File: config.mk
export PLATFORM = sky130hd
export DESIGN_NAME = dsd_out_framer
export DESIGN_NICKNAME = d
export VERILOG_FILES = /design/src/rtl/dsd_out_framer.sv
export SDC_FILE = /design/constraint.sdc
export NUM_CORES = 1
export LEC_CHECK = 0
export CORE_MARGIN = 4
export CORE_UTILIZATION = 35
export CTS_CLUSTER_SIZE = 10
export DETAILED_ROUTE_END_ITERATION = 16
export GPL_TIMING_DRIVEN = 0
export PLACE_DENSITY = 0.54
export SKIP_CTS_REPAIR_TIMING = 1
export SYNTH_ARGS = -nofsm -noshare
export SYNTH_HDL_FRONTEND = slang
export SYNTH_SLANG_ARGS = --single-unit
File: constraint.sdc
create_clock -name dsd_clk -period 4.6 [get_ports dsd_clk]
set_input_delay 0.92 -clock dsd_clk [delete_from_list [all_inputs] [get_ports dsd_clk]]
set_output_delay 0.92 -clock dsd_clk [all_outputs]
set_load 0.05 [all_outputs]
File: src/rtl/dsd_out_framer.sv
// Frames the 1-bit SDM symbol stream into 8-bit DSD bytes. Mute and unmute take effect only on byte
// boundaries. A run-length detector flags modulator overload and can optionally force muting.
module dsd_out_framer #(
    parameter logic [7:0]  MUTE_PAT     = 8'h69,
    parameter int unsigned RUN_MAX      = 28,
    parameter int unsigned UNMUTE_BYTES = 2,
    parameter bit          AUTO_MUTE    = 1'b1
) (
    input  logic       dsd_clk,
    input  logic       reset_n,
    input  logic       sdm_bit,
    input  logic       sdm_valid,
    input  logic       mute_req,
    input  logic       ovf_clr,
    output logic       dsd_data,
    output logic [7:0] byte_out,
    output logic       byte_stb,
    output logic       muted,
    output logic       overflow
);

    typedef enum logic {ST_PLAY, ST_MUTED} state_t;

    localparam logic [7:0] RUN_MAX_B = 8'(RUN_MAX);
    localparam logic [7:0] UNMUTE_B  = 8'(UNMUTE_BYTES);

    state_t     state, state_next;
    logic [2:0] bit_cnt;
    logic [6:0] in_sr;
    logic [7:0] out_sr, out_sr_next;
    logic [7:0] run_len, run_len_next;
    logic [7:0] holdoff, holdoff_next;
    logic [7:0] candidate;
    logic       boundary, mute_cond, overflow_next;

    // in_sr[0] is the bit sampled on the previous edge; run_len > 0 guarantees it was valid.
    always_comb begin
        // NOTE: every always_comb output gets a default first so no path can infer a latch.
        run_len_next = 8'd1;
        if (!sdm_valid)
            run_len_next = 8'd0;
        else if ((sdm_bit == in_sr[0]) && (run_len != 8'd0))
            run_len_next = (run_len == RUN_MAX_B) ? run_len : run_len + 8'd1;
    end

    // A run reaching RUN_MAX on the same edge as ovf_clr keeps the flag set.
    assign overflow_next = (overflow & ~ovf_clr) | (run_len_next == RUN_MAX_B);

    assign boundary  = (bit_cnt == 3'd7);
    assign candidate = {in_sr, sdm_bit};
    assign mute_cond = mute_req | ~sdm_valid | (AUTO_MUTE & overflow_next);

    always_comb begin
        state_next   = state;
        holdoff_next = holdoff;
        if (boundary) begin
            case (state)
                ST_PLAY: begin
                    if (mute_cond) begin
                        state_next   = ST_MUTED;
                        holdoff_next = 8'd0;
                    end
                end
                ST_MUTED: begin
                    if (mute_cond) begin
                        holdoff_next = 8'd0;
                    end else if (holdoff + 8'd1 == UNMUTE_B) begin
                        state_next   = ST_PLAY;
                        holdoff_next = 8'd0;
                    end else begin
                        holdoff_next = holdoff + 8'd1;
                    end
                end
                default: state_next = ST_MUTED;
            endcase
        end
    end

    // The freshly decided state selects the byte loaded on the same boundary edge.
    always_comb begin
        out_sr_next = {out_sr[6:0], 1'b0};
        if (boundary)
            out_sr_next = (state_next == ST_PLAY) ? candidate : MUTE_PAT;
    end

    // NOTE: all state uses non-blocking assignments so every register samples pre-edge values.
    always_ff @(posedge dsd_clk or negedge reset_n) begin
        if (!reset_n) begin
            bit_cnt  <= 3'd0;
            in_sr    <= 7'd0;
            out_sr   <= MUTE_PAT;
            dsd_data <= 1'b0;
            byte_out <= MUTE_PAT;
            byte_stb <= 1'b0;
            state    <= ST_MUTED;
            muted    <= 1'b1;
            overflow <= 1'b0;
            run_len  <= 8'd0;
            holdoff  <= 8'd0;
        end else begin
            bit_cnt  <= bit_cnt + 3'd1;
            in_sr    <= {in_sr[5:0], sdm_bit};
            out_sr   <= out_sr_next;
            dsd_data <= out_sr_next[7];
            byte_stb <= boundary;
            if (boundary)
                byte_out <= out_sr_next;
            state    <= state_next;
            muted    <= (state_next == ST_MUTED);
            overflow <= overflow_next;
            run_len  <= run_len_next;
            holdoff  <= holdoff_next;
        end
    end

endmodule
==> run summary <==
0 antenna diodes ended up in the layout. The cell total after placement was 288. After clock tree synthesis, the clock-pin slew on the worst setup and hold paths is 0.08 ns.

The most common cell in the synthesized netlist is dfrtp_1. Wires add up to 4340 microns. The type of the worst setup path was in2reg. For this run, global-route usage on met3 was measured as 2.852%.

The boundary pin count is 18, and the area of the core is 5921 sq um. The run gives 0 as the setup violation total in the final timing report. By area, the combinational part of the netlist is dominated by compound AO/OA/AOI/OAI gates. In this run, distinct cell masters in the synthesized netlist total 47.

The via count is 1547. After synthesis, the mean cell area works out to 11.00 sq um. The run gives 2 as the number of H-tree branching levels. The setup check on the worst reg-to-reg path leaves a slack of 1.88 ns. Between clock sinks in the finished design, the worst skew comes to 0.005903 ns. The maximum fanout encountered on the critical timing path was 10. The height of the die was 86.28 microns; the portion of synthesized cell area occupied by the leading cell type was 42.01%. Launch instance of the worst register-to-register path: holdoff[0]$_DFFE_PN0P_. The horizontal die dimension is 86.28 microns. Nature of the critical path startpoint: a primary input. Sorting the synthesized cells by area gives the leading types as dfrtp_1 42%, dfstp_2 11%, ha_1 3.5%. The run gives 1137 sq um as the sequential cell area in the final layout. Setup repair after global routing left no endpoint under its margin.

In this run the cell area measured after placement is 2424 sq um. The endpoint identified for the worst register-to-register timing path is out_sr[6]$_DFF_PN1_. The worst slew margin relative to its limit is 22.00%, and the post-detailed-route count of antenna-violating nets is 0. Counting instances in the post-synthesis netlist gives the leading cell types as 36 x dfrtp_1, 19 x inv_1, 9 x dfstp_2, 9 x nand3_1. Counting instances, the worst hold path has a depth of 0. The tools report the number of nets at the end of the flow as 232. The startpoint of the most critical hold path was in_sr[1]$_DFF_PN0_. The finished layout holds 296 standard cells, fillers aside. The largest net degree at the start of global routing is 30. Routability-driven placement finished with a final weighted congestion of 0.8301. In this run the cell area of the synthesized design comes to 2145 sq um. In this run the power density over the cells is 317.0 nW/um^2. In the global route stage, met2 resource usage came out at 20.88%. The initial utilization of the core area, before any placement, comes to 36.22%. In this run, synthesis inferred 0 flip-flops with an integrated enable. The finished cells cover 2540 sq um. Prevailing post-synth register cell: dfrtp_1.

The tools report the number of max-slew violations in the final report as 0. In this run the static leakage power is 1.057 nW. The number of sinks on the clock net is 45. Synthesis inferred 45 register bits. The via count of the first global-routing pass was 1535; the worst-case clock buffer depth was 2. Clock latency on the worst-skew pair, taken at its later pin, is 0.29 ns. Derived from the worst setup path, the maximum achievable clock frequency is 0.3169 GHz. The share of final-layout standard cells stronger than drive strength 1 is 14.03%, and the share of the clock period used by the worst path after layout is 68.60%.

The transition time of the tightest slew-check pin came out at 1.161 ns. The synthesized netlist devotes 20.19% of its cell area to compound gates. The logs give 7679 microns for the global-route wire length before repair and 42.90% for the final core utilization.

The number of cells produced by synthesis is 195, and the global routing usage on met1 is 17.79%. The final critical path time including I/O delays and setup came out at 3.156 ns. The post-synthesis share of cell area spent on full adders, half adders and majority gates was 3.501%.

For the worst flop-to-flop path, the logic depth is 8. VDD sags by at most 0.1783 mV. In the final routed layout, each cell accounts on average for 14.66 microns. The flow ran to the end, and the final reports show no timing, DRC or antenna violations. The total congestion overflow is 0, and the post-synthesis share of cell area spent on and, or, nand and nor gates is 14.64%.

The synthesized net count was 207; the number of maximum-capacitance violations was 0. Data on the critical path is required at its endpoint by 4.82 ns. For this run, the register share of the synthesized area comes to 53.03%.

Global routing consumed, over all layers together, 12.98% of the routing resources. The completed layout was analyzed and its total power is 0.0008051 W. STA classifies the critical path endpoint as a flip-flop.

TritonCTS built the clock tree. Summed over all failing endpoints, the final setup total negative slack is 0 ns. In this run the worst hold path is classified as reg2reg.

The footprint of the multi-input gates is 874.6 sq um, and the count of buffers from port buffering is 17. Endpoint of the worst hold-timing path: in_sr[2]$_DFF_PN0_. After Yosys synthesis, XOR and XNOR cells account for 2.450% of the synthesized area. The tools report the fill cell total of the finished layout as 578. The tree is rooted in a clkbuf_8. The busiest metal layer after global routing is met2. Of the post-synthesis cell area, the part taken by muxes is 0%. Compared with the post-synthesis result, the final layout area differs by 18.44%. For this run, the number of Yosys warnings is 0. The die covers 7443 sq um. The final hold violation count is 0. Counting flops with an async set or reset pin after synthesis yields a share of 100.0%.

The first detailed-routing pass took 4 iterations. For the half-perimeter wire length after detailed placement, the log shows 3028 microns. The number of antenna violations at the first check in global routing is 0, and the number of DRC violations after detailed-routing iteration 0 is 92. In the routed design, unresolved DRC markers number 0. Of all cell types, the one taking the most synthesized area is dfrtp_1. After floorplanning, the core was divided into 28 placement rows. The post-detailed-route via-to-cell ratio was 5.226. The logs give 3.38 ns for the arrival time at the worst endpoint and 5 for the CTS buffer count.
## logic make-up after synthesis
family / after synthesis
fa+ha+maj: 6
compound gates: 54
simple gates: 54
xor+xnor: 6
flops: 45
buf+inv: 30
## metal layers
layer | wire, microns | share of wire, %
met1 | 2093 | 48
met2 | 2056 | 47
met3 | 163 | 3.8
met4 | 27 | 0.62
met5 | 0 | 0
## sequential cells by signal, summed over array words and instances, names as in the netlist
name,count
byte_out,8
holdoff,8
run_len,8
in_sr,7
out_sr,7
bit_cnt,3
byte_stb,1
dsd_data,1
overflow,1
state,1
## worst max-delay path: stages
cell and delay [ns]:
clkdlybuf4s50_1 0.48, inv_1 0.07, nor3_1 0.92, nand2_1 0.11
or3b_1 0.39, buf_2 0.17, buf_6 0.15, o22a_1 0.18
## how the worst max path moves through the flow
stage	from	endpoint	slack, ns
after floorplan	sdm_valid	out_sr[5]$_DFF_PN1_	2.07
after global placement	sdm_valid	out_sr[6]$_DFF_PN1_	1.13
after detailed placement	sdm_valid	out_sr[6]$_DFF_PN1_	1.15
after CTS	sdm_valid	out_sr[6]$_DFF_PN1_	1.45
after global routing	sdm_valid	byte_out[7]$_DFFE_PN0P_	1.22
final	sdm_valid	out_sr[6]$_DFF_PN1_	1.44
## where the power goes
group	total (W)	internal, W	switching, W
logic	0.0000743	0.0000307	0.0000436
clock network	0.000308	0.000177	0.000131
registers	0.000423	0.000410	0.0000130
total	0.000805	0.000618	0.000187
## area by class of cell
cell class	count	share of cell area [%]
Tap cell	75	3.695
Inverter	19	2.808
Clock inverter	1	1.182
Sequential cell	45	44.78
Buffer	11	2.414
Clock buffer	7	3.399
Multi-Input combinational cell	120	34.43
Timing Repair Buffer	18	7.291
## through the flow
stage | hold WS, ns | setup WS (ns)
floorplan | 0.3537 | 2.073
global placement | 0.3588 | 1.129
detailed placement | 0.3651 | 1.147
CTS | 0.3831 | 1.449
global route | 0.4061 | 1.220
finish | 0.3785 | 1.444
## layout by cell type (no fill, tap or decap), types with 2 or more instances in the layout
cell type / n
ha_1: 6
o2bb2ai_1: 8
buf_6: 2
o41ai_1: 3
o21ai_0: 5
clkbuf_8: 6
and4_1: 2
a31oi_1: 4
nand4b_1: 2
o22a_1: 6
nor3_1: 7
a22oi_1: 3
and3_1: 5
dfrtp_1: 36
xor2_1: 5
buf_2: 5
a21oi_1: 3
nand3_1: 9
o22ai_1: 3
inv_1: 19
clkbuf_1: 6
a211oi_1: 2
o2111ai_1: 3
nand4_1: 5
clkdlybuf4s50_1: 16
and2_1: 2
nor2_1: 8
dfstp_2: 9
nand2_1: 8
o31a_1: 2
Note: power is estimated with default switching activity, not from simulation.
